File: config.mk
export PLATFORM = sky130hd
export DESIGN_NAME = ram_loader
export DESIGN_NICKNAME = d
export VERILOG_FILES = /design/src/rtl/ram_loader.sv
export SDC_FILE = /design/constraint.sdc
export NUM_CORES = 1
export LEC_CHECK = 0
export CELL_PAD_IN_SITES_DETAIL_PLACEMENT = 1
export CELL_PAD_IN_SITES_GLOBAL_PLACEMENT = 2
export CORE_MARGIN = 1.5
export CORE_UTILIZATION = 38
export CTS_CLUSTER_SIZE = 28
export DETAILED_ROUTE_END_ITERATION = 12
export HOLD_SLACK_MARGIN = 0.15
export PLACE_DENSITY = 0.95
export SYNTH_ARGS = -nofsm -noshare
export SYNTH_HDL_FRONTEND = slang
export SYNTH_SLANG_ARGS = --single-unit
File: constraint.sdc
create_clock -name clk_i -period 8.9 [get_ports clk_i]
set_input_delay 1.78 -clock clk_i [delete_from_list [all_inputs] [get_ports clk_i]]
set_output_delay 1.78 -clock clk_i [all_outputs]
set_load 0.1 [all_outputs]
File: src/rtl/ram_loader.sv
// Host-side loader: pushes a reset/config/write/verify/run command stream to a byte device
// over a four-phase valid/ready link, sourcing payload bytes from a byte memory.
module ram_loader #(
  parameter int unsigned XLEN    = 32,
  parameter int unsigned TIMEOUT = 1_000_000
) (
  input  logic            clk_i,
  input  logic            rst_n_i,
  input  logic            start_i,
  input  logic            verify_en_i,
  input  logic [XLEN-1:0] addr_i,
  input  logic [XLEN-1:0] size_i,
  input  logic [XLEN-1:0] wr_len_i,
  input  logic [XLEN-1:0] rd_len_i,
  output logic            src_rd_en_o,
  output logic [XLEN-1:0] src_addr_o,
  input  logic [7:0]      src_data_i,
  output logic [7:0]      uart_tx_data_o,
  output logic            uart_tx_data_vld_o,
  input  logic            uart_tx_data_rdy_i,
  input  logic [7:0]      uart_rx_data_i,
  input  logic            uart_rx_data_vld_i,
  output logic            uart_rx_data_rdy_o,
  output logic            busy_o,
  output logic            done_o,
  output logic            err_o,
  output logic [15:0]     err_cnt_o
);

  localparam int unsigned WdW = (TIMEOUT > 2) ? $clog2(TIMEOUT) : 1;

  typedef enum logic [3:0] {
    StIdle, StRstCmd, StCfgCmd, StCfgDat, StWrCmd, StWrFetch, StWrDat,
    StRdCmd, StRdDat, StRunCmd, StDone, StAbort
  } state_e;

  typedef enum logic [2:0] {PhSend, PhWait, PhLoad, PhFetch, PhRecv} phase_e;

  state_e          state_q, state_d, wr_next;
  phase_e          tph_q, tph_d;
  logic [XLEN-1:0] idx_q, idx_d;
  logic [XLEN-1:0] addr_q, addr_d, size_q, size_d;
  logic [XLEN-1:0] wr_len_q, wr_len_d, rd_len_q, rd_len_d;
  logic            verify_q, verify_d;
  logic [7:0]      byte_q, byte_d, exp_q, exp_d, rx_byte_q;
  logic            err_q, err_d;
  logic [15:0]     err_cnt_q, err_cnt_d;
  logic [WdW-1:0]  wd_q, wd_d;
  logic            rx_vld_q, rx_ack_q, rx_pend_q, rx_pend_clr, rx_rise;
  logic            tx_active, byte_fin, waiting;
  logic [7:0]      tx_byte;
  logic [63:0]     cfg_word;

  assign cfg_word = {size_q[31:0], addr_q[31:0]};
  assign rx_rise  = uart_rx_data_vld_i & ~rx_vld_q;

  assign uart_rx_data_rdy_o = rx_ack_q && (state_q != StAbort);
  assign busy_o             = (state_q != StIdle);
  assign done_o             = (state_q == StDone);
  assign err_o              = err_q;
  assign err_cnt_o          = err_cnt_q;

  always_comb begin
    state_d     = state_q;
    tph_d       = tph_q;
    idx_d       = idx_q;
    addr_d      = addr_q;
    size_d      = size_q;
    wr_len_d    = wr_len_q;
    rd_len_d    = rd_len_q;
    verify_d    = verify_q;
    byte_d      = byte_q;
    exp_d       = exp_q;
    err_d       = err_q;
    err_cnt_d   = err_cnt_q;
    rx_pend_clr = 1'b0;
    tx_active   = 1'b0;
    tx_byte     = 8'h00;
    byte_fin    = 1'b0;
    waiting     = 1'b0;
    src_rd_en_o = 1'b0;
    src_addr_o  = '0;
    wr_next     = verify_q ? StRdCmd : StRunCmd;

    case (state_q)
      StRstCmd: begin tx_active = 1'b1; tx_byte = 8'h2A; end
      StCfgCmd: begin tx_active = 1'b1; tx_byte = 8'h2C; end
      StCfgDat: begin tx_active = 1'b1; tx_byte = cfg_word[{idx_q[2:0], 3'b000} +: 8]; end
      StWrCmd:  begin tx_active = 1'b1; tx_byte = 8'h2E; end
      StWrDat:  begin tx_active = (tph_q != PhLoad); tx_byte = byte_q; end
      StRdCmd:  begin tx_active = 1'b1; tx_byte = 8'h2F; end
      // With any readback mismatch the run command is withheld and the CPU stays in reset.
      StRunCmd: begin tx_active = (err_cnt_q == '0); tx_byte = 8'h2B; end
      default:  ;
    endcase

    if (tx_active) begin
      waiting = 1'b1;
      if (tph_q == PhSend && uart_tx_data_rdy_i) begin
        tph_d = PhWait;
      end else if (tph_q == PhWait && !uart_tx_data_rdy_i) begin
        byte_fin = 1'b1;
      end
    end
    uart_tx_data_vld_o = tx_active && (tph_q == PhSend);
    uart_tx_data_o     = tx_active ? tx_byte : 8'h00;

    case (state_q)
      StIdle: begin
        if (start_i) begin
          addr_d    = addr_i;
          size_d    = size_i;
          wr_len_d  = wr_len_i;
          rd_len_d  = rd_len_i;
          verify_d  = verify_en_i;
          err_d     = 1'b0;
          err_cnt_d = '0;
          idx_d     = '0;
          tph_d     = PhSend;
          state_d   = StRstCmd;
        end
      end
      StRstCmd: if (byte_fin) begin state_d = StCfgCmd; tph_d = PhSend; end
      StCfgCmd: if (byte_fin) begin state_d = StCfgDat; tph_d = PhSend; idx_d = '0; end
      StCfgDat: begin
        if (byte_fin) begin
          tph_d = PhSend;
          if (idx_q[2:0] == 3'd7) begin
            state_d = StWrCmd;
            idx_d   = '0;
          end else begin
            idx_d = idx_q + XLEN'(1);
          end
        end
      end
      StWrCmd: begin
        if (byte_fin) begin
          idx_d = '0;
          tph_d = PhSend;
          state_d = (wr_len_q == '0) ? wr_next : StWrFetch;
        end
      end
      StWrFetch: begin
        src_rd_en_o = 1'b1;
        src_addr_o  = idx_q;
        tph_d       = PhLoad;
        state_d     = StWrDat;
      end
      StWrDat: begin
        if (tph_q == PhLoad) begin
          byte_d = src_data_i;
          tph_d  = PhSend;
        end else if (byte_fin) begin
          if (idx_q + XLEN'(1) == wr_len_q) begin
            idx_d   = '0;
            tph_d   = PhSend;
            state_d = wr_next;
          end else begin
            idx_d   = idx_q + XLEN'(1);
            state_d = StWrFetch;
          end
        end
      end
      StRdCmd: begin
        if (byte_fin) begin
          idx_d = '0;
          if (rd_len_q == '0) begin
            state_d = StRunCmd;
            tph_d   = PhSend;
          end else begin
            state_d = StRdDat;
            tph_d   = PhFetch;
          end
        end
      end
      StRdDat: begin
        case (tph_q)
          PhFetch: begin
            src_rd_en_o = 1'b1;
            src_addr_o  = idx_q;
            tph_d       = PhLoad;
          end
          PhLoad: begin
            exp_d = src_data_i;
            tph_d = PhRecv;
          end
          PhRecv: begin
            waiting = 1'b1;
            if (rx_pend_q) begin
              rx_pend_clr = 1'b1;
              if (rx_byte_q != exp_q) begin
                err_d = 1'b1;
                if (err_cnt_q != 16'hFFFF) err_cnt_d = err_cnt_q + 16'd1;
              end
              if (idx_q + XLEN'(1) == rd_len_q) begin
                idx_d   = '0;
                tph_d   = PhSend;
                state_d = StRunCmd;
              end else begin
                idx_d = idx_q + XLEN'(1);
                tph_d = PhFetch;
              end
            end
          end
          default: tph_d = PhFetch;
        endcase
      end
      StRunCmd: if (err_cnt_q != '0 || byte_fin) state_d = StDone;
      StDone:   state_d = StIdle;
      StAbort:  state_d = StDone;
      default:  state_d = StIdle;
    endcase

    // A handshake phase that has not advanced for TIMEOUT cycles is abandoned.
    if (waiting && state_d == state_q && tph_d == tph_q && wd_q == WdW'(TIMEOUT - 1)) begin
      state_d = StAbort;
      err_d   = 1'b1;
    end

    wd_d = (state_q == StIdle || state_d != state_q || tph_d != tph_q) ? '0 : wd_q + WdW'(1);
  end

  always_ff @(posedge clk_i or negedge rst_n_i) begin
    if (!rst_n_i) begin
      state_q   <= StIdle;
      tph_q     <= PhSend;
      idx_q     <= '0;
      addr_q    <= '0;
      size_q    <= '0;
      wr_len_q  <= '0;
      rd_len_q  <= '0;
      verify_q  <= 1'b0;
      byte_q    <= '0;
      exp_q     <= '0;
      err_q     <= 1'b0;
      err_cnt_q <= '0;
      wd_q      <= '0;
      rx_vld_q  <= 1'b0;
      rx_ack_q  <= 1'b0;
      rx_pend_q <= 1'b0;
      rx_byte_q <= '0;
    end else begin
      state_q   <= state_d;
      tph_q     <= tph_d;
      idx_q     <= idx_d;
      addr_q    <= addr_d;
      size_q    <= size_d;
      wr_len_q  <= wr_len_d;
      rd_len_q  <= rd_len_d;
      verify_q  <= verify_d;
      byte_q    <= byte_d;
      exp_q     <= exp_d;
      err_q     <= err_d;
      err_cnt_q <= err_cnt_d;
      wd_q      <= wd_d;
      rx_vld_q  <= uart_rx_data_vld_i;
      if (rx_rise) begin
        rx_ack_q <= 1'b1;
      end else if (!uart_rx_data_vld_i) begin
        rx_ack_q <= 1'b0;
      end
      // Responses outside readback are acknowledged but never queued for comparison.
      if (rx_rise && state_q == StRdDat) begin
        rx_pend_q <= 1'b1;
        rx_byte_q <= uart_rx_data_i;
      end else if (rx_pend_clr || state_q == StIdle) begin
        rx_pend_q <= 1'b0;
      end
    end
  end

endmodule

==> qor.tcl, run 1 <==
set qor(clock_latency_at_the_later_pin_of_the_worst_skew_pair_ns) 0.57
set qor(dr_total_vias) 11827
set qor(post_route_drc_violation_count) 0
set qor(global_route_track_usage_on_met3_pct) 3.16
set qor(clock_tree.root_cell) {clkbuf_16}
set qor(finalSetupTns_ns) 0
set qor(grt_pass1_wl_um) 74800
set qor(async_reset_ff_share_pct) 100
set qor(dpl.cell_count) 1970
set qor(grtUsageMet1_pct) 35.6
set qor(initial_core_util_pct) 38.9
set qor(slew_headroom_pct) 29.2
set qor(tritoncts) {built}
set qor(finalInstanceArea_um2) 17300
set qor(synth.distinct_cells) 80
set qor(worst_setup_path_startpoint) {idx_q[0]$_DFFE_PN0P_}
set qor(postLayoutCoreUtil_pct) 48.2
set qor(timing_worst_slew_pin_value_ns) 1.06
set qor(post_synth_top_area_cell) {dfrtp_1}
set qor(final-setup-viol-count) 0
set qor(pin_count) 212
set qor(hold_buffers) 0
set qor(leftover_overflow_at_the_end_of_global_routing) 0
set qor(post_dp_area_um2) 16300
set qor(worst_path_dominant_cell_family) {simple AND/OR/NAND/NOR gates}
set qor(worstHoldStart) {rx_vld_q$_DFF_PN0_}
set qor(cts_resized) 0
set qor(yosys_warnings) 0
set qor(stdcell_count) 2020
set qor(core-area_um2) 35800
set qor(globalRouteTotalUtil_pct) 25.3
set qor(fp.dieW_um) 194
set qor(cts.repair_timing.setup_buffer_count) 0
set qor(drt_wl_total_um) 48200
set qor(worstSetupStartpointType) {flip-flop}
set qor(seq_area_frac_synth_pct) 41.7
set qor(total_leakage_power_uw) 0.00665
set qor(number_of_synthesized_flops_with_an_enable_pin) 0
set qor(fp-row-count) 69
set qor(outcome) {complete, no violations}
set qor(end_kind) {output port}
set qor(cts.sinks) 232
set qor(min_path_cells) 1
set qor(antenna_found_initial) 0
set qor(buffer_ports.inserted) 211
set qor(timing.fmax_mhz) 127
set qor(path_buf_inv) 2
set qor(drtPass1Iterations) 5
set qor(post_synth.cell_area_avg_um2) 10.1
set qor(cts.htree.levels) 1
set qor(die_h_um) 194
set qor(postSynthCellCount) 1385
set qor(worst_r2r_path_depth) 13
set qor(postSynthRegisterBits) 232
set qor(num_antenna_cells) 0
set qor(power.density_cell_area_nw_per_um2) 301
set qor(cap_viol_max_count) 0
set qor(drt-wirelength-per-cell_um) 23.9
set qor(clk_path_buf_depth) 3
set qor(largest_net_degree_at_the_start_of_global_routing) 113
set qor(required_ns) 7.12
set qor(critical_path_depth) 12
set qor(post_route_cells_drive_above_1_share_pct) 16.3
set qor(nFillCells) 3915
set qor(cp_slowest_cell) {clkdlybuf4s50_1}
set qor(gp_routability_congestion) 0.955
set qor(cpPeakStageDelay_ns) 1.01
set qor(totalPowerFinal_uw) 5200
set qor(worst_ir_drop_vdd_v) 0.000174
set qor(syn_area_um2) 13900
set qor(hold_viol_final) 0
set qor(crit_path_cell_trace) {buf_4 > ha_1 > and3_1 > nand4_4 > o311ai_0 > nand3b_1 > nor4_1 > o2111ai_1 > or4_4 > o21bai_1 > a31oi_1 > clkdlybuf4s50_1}
set qor(global_route.usage.met2_pct) 40.8
set qor(drv_slew) 0
set qor(hpwlAfterDp_um) 35800
set qor(gr-max-usage-layer) {met2}
set qor(synth_nets) 1540
set qor(finClkSkew_ns) 0.0247
set qor(timing.critical_path.fanout_max) 28
set qor(num-nets-final) 1693
set qor(vias_in_the_first_global_route) 12386
set qor(finalCritPeriodShare_pct) 88.4
set qor(path_class) {reg -> out}
set qor(vias_per_cell) 5.85
set qor(timing.hold.worst.class) {reg -> reg}
set qor(synth_top_cells_by_area) {dfrtp_1 (42%), mux2_2 (12%), xnor2_1 (3.8%), mux4_2 (2.6%), xor2_1 (2.6%)}
set qor(tritoncts.num_buffers) 27
set qor(crit_reg_reg_startpoint) {idx_q[0]$_DFFE_PN0P_}
set qor(setup_repair_after_global_routing_missed_its_margin) {no}
set qor(dominantRegCellSynth) {dfrtp_1}
set qor(synth_largest_type_area_fraction_pct) 41.7
set qor(fp.dieArea_um2) 37800
set qor(critPathArrivalTime_ns) 6.09
set qor(detail_route.iter0.violations) 790
set qor(flow.area_growth_from_synthesis_pct) 24.1
set qor(finalCriticalPeriod_ns) 7.87
set qor(drt.antenna.violating_nets) 0
set qor(clk_transition_reported_paths_ns) 0.06
## through the flow
stage          hold WS [ns]  setup slack (ns)
2_1_floorplan         0.422              2.33
6_report              0.457              1.03
4_1_cts               0.465              1.00
3_5_place_dp          0.454              1.62
5_1_grt               0.472             0.628
3_3_place_gp          0.432              1.81
## Yosys cell counts, types with 8 or more instances
cell / instances
nor3_1: 41
and4_1: 8
dfrtp_1: 232
nand3_1: 58
a31oi_1: 39
nand2b_1: 22
xnor2_1: 61
nand2_1: 88
nor4_1: 38
o2111ai_1: 8
mux2_2: 149
mux4_2: 16
or3_1: 14
a211oi_1: 12
xor2_1: 41
nor2_1: 81
or2_2: 9
inv_1: 29
nor2b_1: 11
buf_2: 25
clkbuf_1: 65
and3_1: 13
nand4_1: 32
o21ai_0: 52
mux2i_1: 18
and2_1: 41
a21oi_1: 56
## power by group
group / total, uW / switching, uW / internal (uW)
Combinational: 2190 / 1280 / 914
Sequential: 1820 / 411 / 1410
Clock: 1190 / 470 / 719
## path summary, 6_finish.rpt
kind,endpoint,slack (ns)
worst max-delay path,uart_rx_data_rdy_o,1.03
worst min-delay path,rx_ack_q$_DFFE_PN0P_,0.46
worst max register to register,wd_q[16]$_DFF_PN0_,2.97
worst min register to register,rx_ack_q$_DFFE_PN0P_,0.46
max in group asynchronous,rd_len_q[28]$_DFFE_PN0P_,6.23
min in group asynchronous,wr_len_q[14]$_DFFE_PN0P_,1.25
## cell families (layout without fill, tap and decap cells)
family	after synthesis	in the layout	share of synthesized area, %
compound gates	232	232	10.8
xor+xnor	110	110	7.73
fa+ha+maj	5	5	0.449
buf+inv	129	303	3.84
flops	232	232	41.7
mux	183	183	15.9
simple gates	494	494	19.6
## per-layer routing
metal  vias up  routed length [um]
met5         -                   0
met4         0                1340
met3        74                2230
met2       358               22400
met1      6025               22300
li1       5370                   -
## registers in the layout, indices dropped and copies added, names as in the netlist
name / count
rx_byte_q: 8
tph_q: 3
err_o: 1
wd_q: 20
rx_ack_q: 1
rx_pend_q: 1
size_q: 32
rd_len_q: 32
verify_q: 1
state_q: 4
wr_len_q: 32
idx_q: 32
err_cnt_o: 16
rx_vld_q: 1
byte_q: 8
exp_q: 8
addr_q: 32
## area by class of cell
cell class / instances / area [um^2] / share of cell area [%]
inverters: 30 / 113 / 0.652
repair buffers: 223 / 2210 / 12.8
clock inverters: 15 / 203 / 1.17
clock buffers: 35 / 756 / 4.37
well taps: 461 / 577 / 3.34
multi-input cells: 1024 / 7620 / 44.1
flip-flops and latches: 232 / 5810 / 33.6
## cells in the final DEF (no fill, tap or decap), types with 6 or more instances in the layout
cell / netlist / routed
nand3b_1: 7 / 7
nand2b_1: 22 / 22
or2_2: 9 / 9
nor2b_1: 11 / 11
xnor2_1: 61 / 61
nand2_1: 88 / 88
nor4b_1: 6 / 6
o211ai_1: 6 / 6
nor4_1: 38 / 38
and2_1: 41 / 41
a21oi_1: 56 / 54
clkinv_2: 0 / 6
o2111ai_1: 8 / 8
xnor3_1: 6 / 6
and4_1: 8 / 8
xor2_1: 41 / 41
inv_1: 29 / 29
mux2i_1: 18 / 18
buf_4: 5 / 12
clkdlybuf4s50_1: 0 / 210
o21ai_0: 52 / 51
nor2_1: 81 / 80
dfrtp_1: 232 / 232
mux2_2: 149 / 149
a31oi_1: 39 / 39
a211oi_1: 12 / 12
clkbuf_16: 0 / 27
and3_1: 13 / 13
nand4_1: 32 / 32
nor3_1: 41 / 41
nand3_1: 58 / 58
mux4_2: 16 / 16
or3_1: 14 / 14
## worst reg2reg max path, delay by kind of cell, from the launching register on
| kind | cells | cell delay [ns] |
|---|---|---|
| flip-flops | 1 | 0.32 |
| multiplexers | 1 | 0.39 |
| adder cells (fa/ha/maj) | 1 | 0.49 |
| buffers and inverters | 1 | 0.38 |
| AO/OA/AOI/OAI | 4 | 1.62 |
| AND/OR/NAND/NOR | 6 | 2.63 |
No activity file was read; power rests on OpenSTA's default activity.
==> run 2, diff against run 1 <==
CAP_MARGIN = 20   (was not set)
CORE_MARGIN = 3   (was 1.5)
==> run 2 against run 1 <==
  * Power fell by 0.76%
  * Worst setup slack improved by 0.053 ns
  * Via count is essentially flat
  * Design area down 0.14%
  * Global-route usage is 0.68 points lower
  * Clock power hardly changed
  * Critical endpoint unchanged
  * Highest routed layer is now met5
==> qor.tcl, run 2 (same netlist as run 1, synthesis figures left out) <==
set qor(antenna_found_initial) 1
set qor(finalSetupTns_ns) 0
set qor(tritoncts) {built}
set qor(clock_tree.root_cell) {clkbuf_16}
set qor(drtPass1Iterations) 5
set qor(tritoncts.num_buffers) 28
set qor(final_common_cell) {dfrtp_1}
set qor(timing.critical_path.fanout_max) 28
set qor(crit_path_cell_trace) {buf_4 > ha_1 > and3_1 > nand4_4 > o311ai_0 > nand3b_1 > nor4_1 > o2111ai_1 > or4_4 > o21bai_1 > a31oi_1 > clkdlybuf4s50_1}
set qor(path_buf_inv) 2
set qor(globalRouteTotalUtil_pct) 24.6
set qor(fp.dieArea_um2) 39000
set qor(clk_path_buf_depth) 3
set qor(layout.cells.most_common_list) {dfrtp_1 (232), clkdlybuf4s50_1 (210), mux2_2 (149)}
set qor(detail_route.iter0.violations) 791
set qor(core-area_um2) 35800
set qor(largest_net_degree_at_the_start_of_global_routing) 98
set qor(num_antenna_cells) 0
set qor(slew_headroom_pct) 26.6
set qor(hold_viol_final) 0
set qor(worst_path_dominant_cell_family) {simple AND/OR/NAND/NOR gates}
set qor(post_route_cells_drive_above_1_share_pct) 16.2
set qor(p_sw_share_pct) 41.9
set qor(drt_wl_total_um) 48900
set qor(clock_latency_at_the_later_pin_of_the_worst_skew_pair_ns) 0.57
set qor(leftover_overflow_at_the_end_of_global_routing) 0
set qor(worst_ir_drop_vdd_v) 0.000170
set qor(critPathArrivalTime_ns) 6.04
set qor(cts_resized) 0
set qor(power_frac_comb_pct) 42.6
set qor(drt-wirelength-per-cell_um) 24.2
set qor(finalCritPeriodShare_pct) 87.8
set qor(grt_pass1_wl_um) 75500
set qor(num-nets-final) 1694
set qor(flow.area_growth_from_synthesis_pct) 23.9
set qor(worstSetupStartpointType) {flip-flop}
set qor(dr_total_vias) 11828
set qor(cts.htree.levels) 1
set qor(finalCriticalPeriod_ns) 7.82
set qor(total_leakage_power_uw) 0.00662
set qor(hold_ws_ns) 0.464
set qor(setup_repair_after_global_routing_missed_its_margin) {no}
set qor(cap_viol_max_count) 0
set qor(gp_routability_congestion) 0.974
set qor(cp_slowest_cell) {clkdlybuf4s50_1}
set qor(fp-row-count) 69
set qor(power_report.internal_total_uw) 3000
set qor(cts.sinks) 232
set qor(end_kind) {output port}
set qor(postLayoutCoreUtil_pct) 48.2
set qor(hold_buffers) 0
set qor(vias_in_the_first_global_route) 12597
set qor(net-switching-power_uw) 2170
set qor(finClkSkew_ns) 0.0116
set qor(drv_slew) 0
set qor(buffer_ports.inserted) 211
set qor(timing.fmax_mhz) 128
set qor(final.setup.worst_slack_ns) 1.08
set qor(pwr-share-clk_pct) 22.4
set qor(final-setup-viol-count) 0
set qor(pin_count) 212
set qor(die_h_um) 197
set qor(worst_slack_placed_ns) 1.76
set qor(initial_core_util_pct) 38.9
set qor(timing_worst_slew_pin_value_ns) 1.10
set qor(clk_transition_reported_paths_ns) 0.06
set qor(path_class) {reg -> out}
set qor(power.density_cell_area_nw_per_um2) 299
set qor(post_route_drc_violation_count) 0
set qor(outcome) {complete, no violations}
set qor(hpwlAfterDp_um) 35900
set qor(share_seq_of_total_power_pct) 35.1
set qor(vias_per_cell) 5.86
set qor(timing.hold.worst.class) {reg -> reg}
set qor(drt.antenna.violating_nets) 0
set qor(required_ns) 7.12
set qor(cts.repair_timing.setup_buffer_count) 0
set qor(fp.dieW_um) 197
set qor(cpPeakStageDelay_ns) 1.02
## run 2: stage by stage
step	cells	power [uW]	cell area, um^2
floorplan	1385	3260	13900
global placement	1970	3920	16300
detailed placement	1970	4000	16300
CTS	2020	5200	17300
global route	2020	5440	17300
finish	2020	5160	17300
## run 2: path summary, 6_finish.rpt
check                                     start               endpoint  slack (ns)  depth (start not counted)
min in group asynchronous               rst_n_i      wd_q[4]$_DFF_PN0_        1.26                          1
hold reg to reg              rx_vld_q$_DFF_PN0_   rx_ack_q$_DFFE_PN0P_        0.46                          1
setup reg to reg           idx_q[0]$_DFFE_PN0P_      wd_q[3]$_DFF_PN0_        3.21                         13
hold / removal               rx_vld_q$_DFF_PN0_   rx_ack_q$_DFFE_PN0P_        0.46                          1
setup / recovery           idx_q[0]$_DFFE_PN0P_     uart_rx_data_rdy_o        1.08                         12
max in group asynchronous               rst_n_i  byte_q[3]$_DFFE_PN0P_        6.18                          2
## run 2: final cells by class
class	count	area, um^2
Timing Repair Buffer	223	2210
Clock inverter	13	160
Clock buffer	37	774
Sequential cell	232	5810
Multi-Input combinational cell	1024	7620
Tap cell	461	577
Fill cell	3925	18600
Inverter	30	113
## run 2: metal layers
| layer | GRT usage (%) | share of wire [%] | vias up |
|---|---|---|---|
| li1 | - | - | 5375 |
| met1 | 34.3 | 45 | 6005 |
| met2 | 40.6 | 47 | 371 |
| met3 | 3.87 | 5.5 | 75 |
| met4 | 5.99 | 2.4 | 2 |
| met5 | 0 | 0.027 | - |
## run 2: power by group through the flow
stage	clock network (uW)	logic (uW)	registers (uW)
global route	1230	2360	1860
finish	1160	2200	1810
detailed placement	0	2180	1820
global placement	0	2130	1790
CTS	1190	2200	1810
floorplan	0	1610	1660
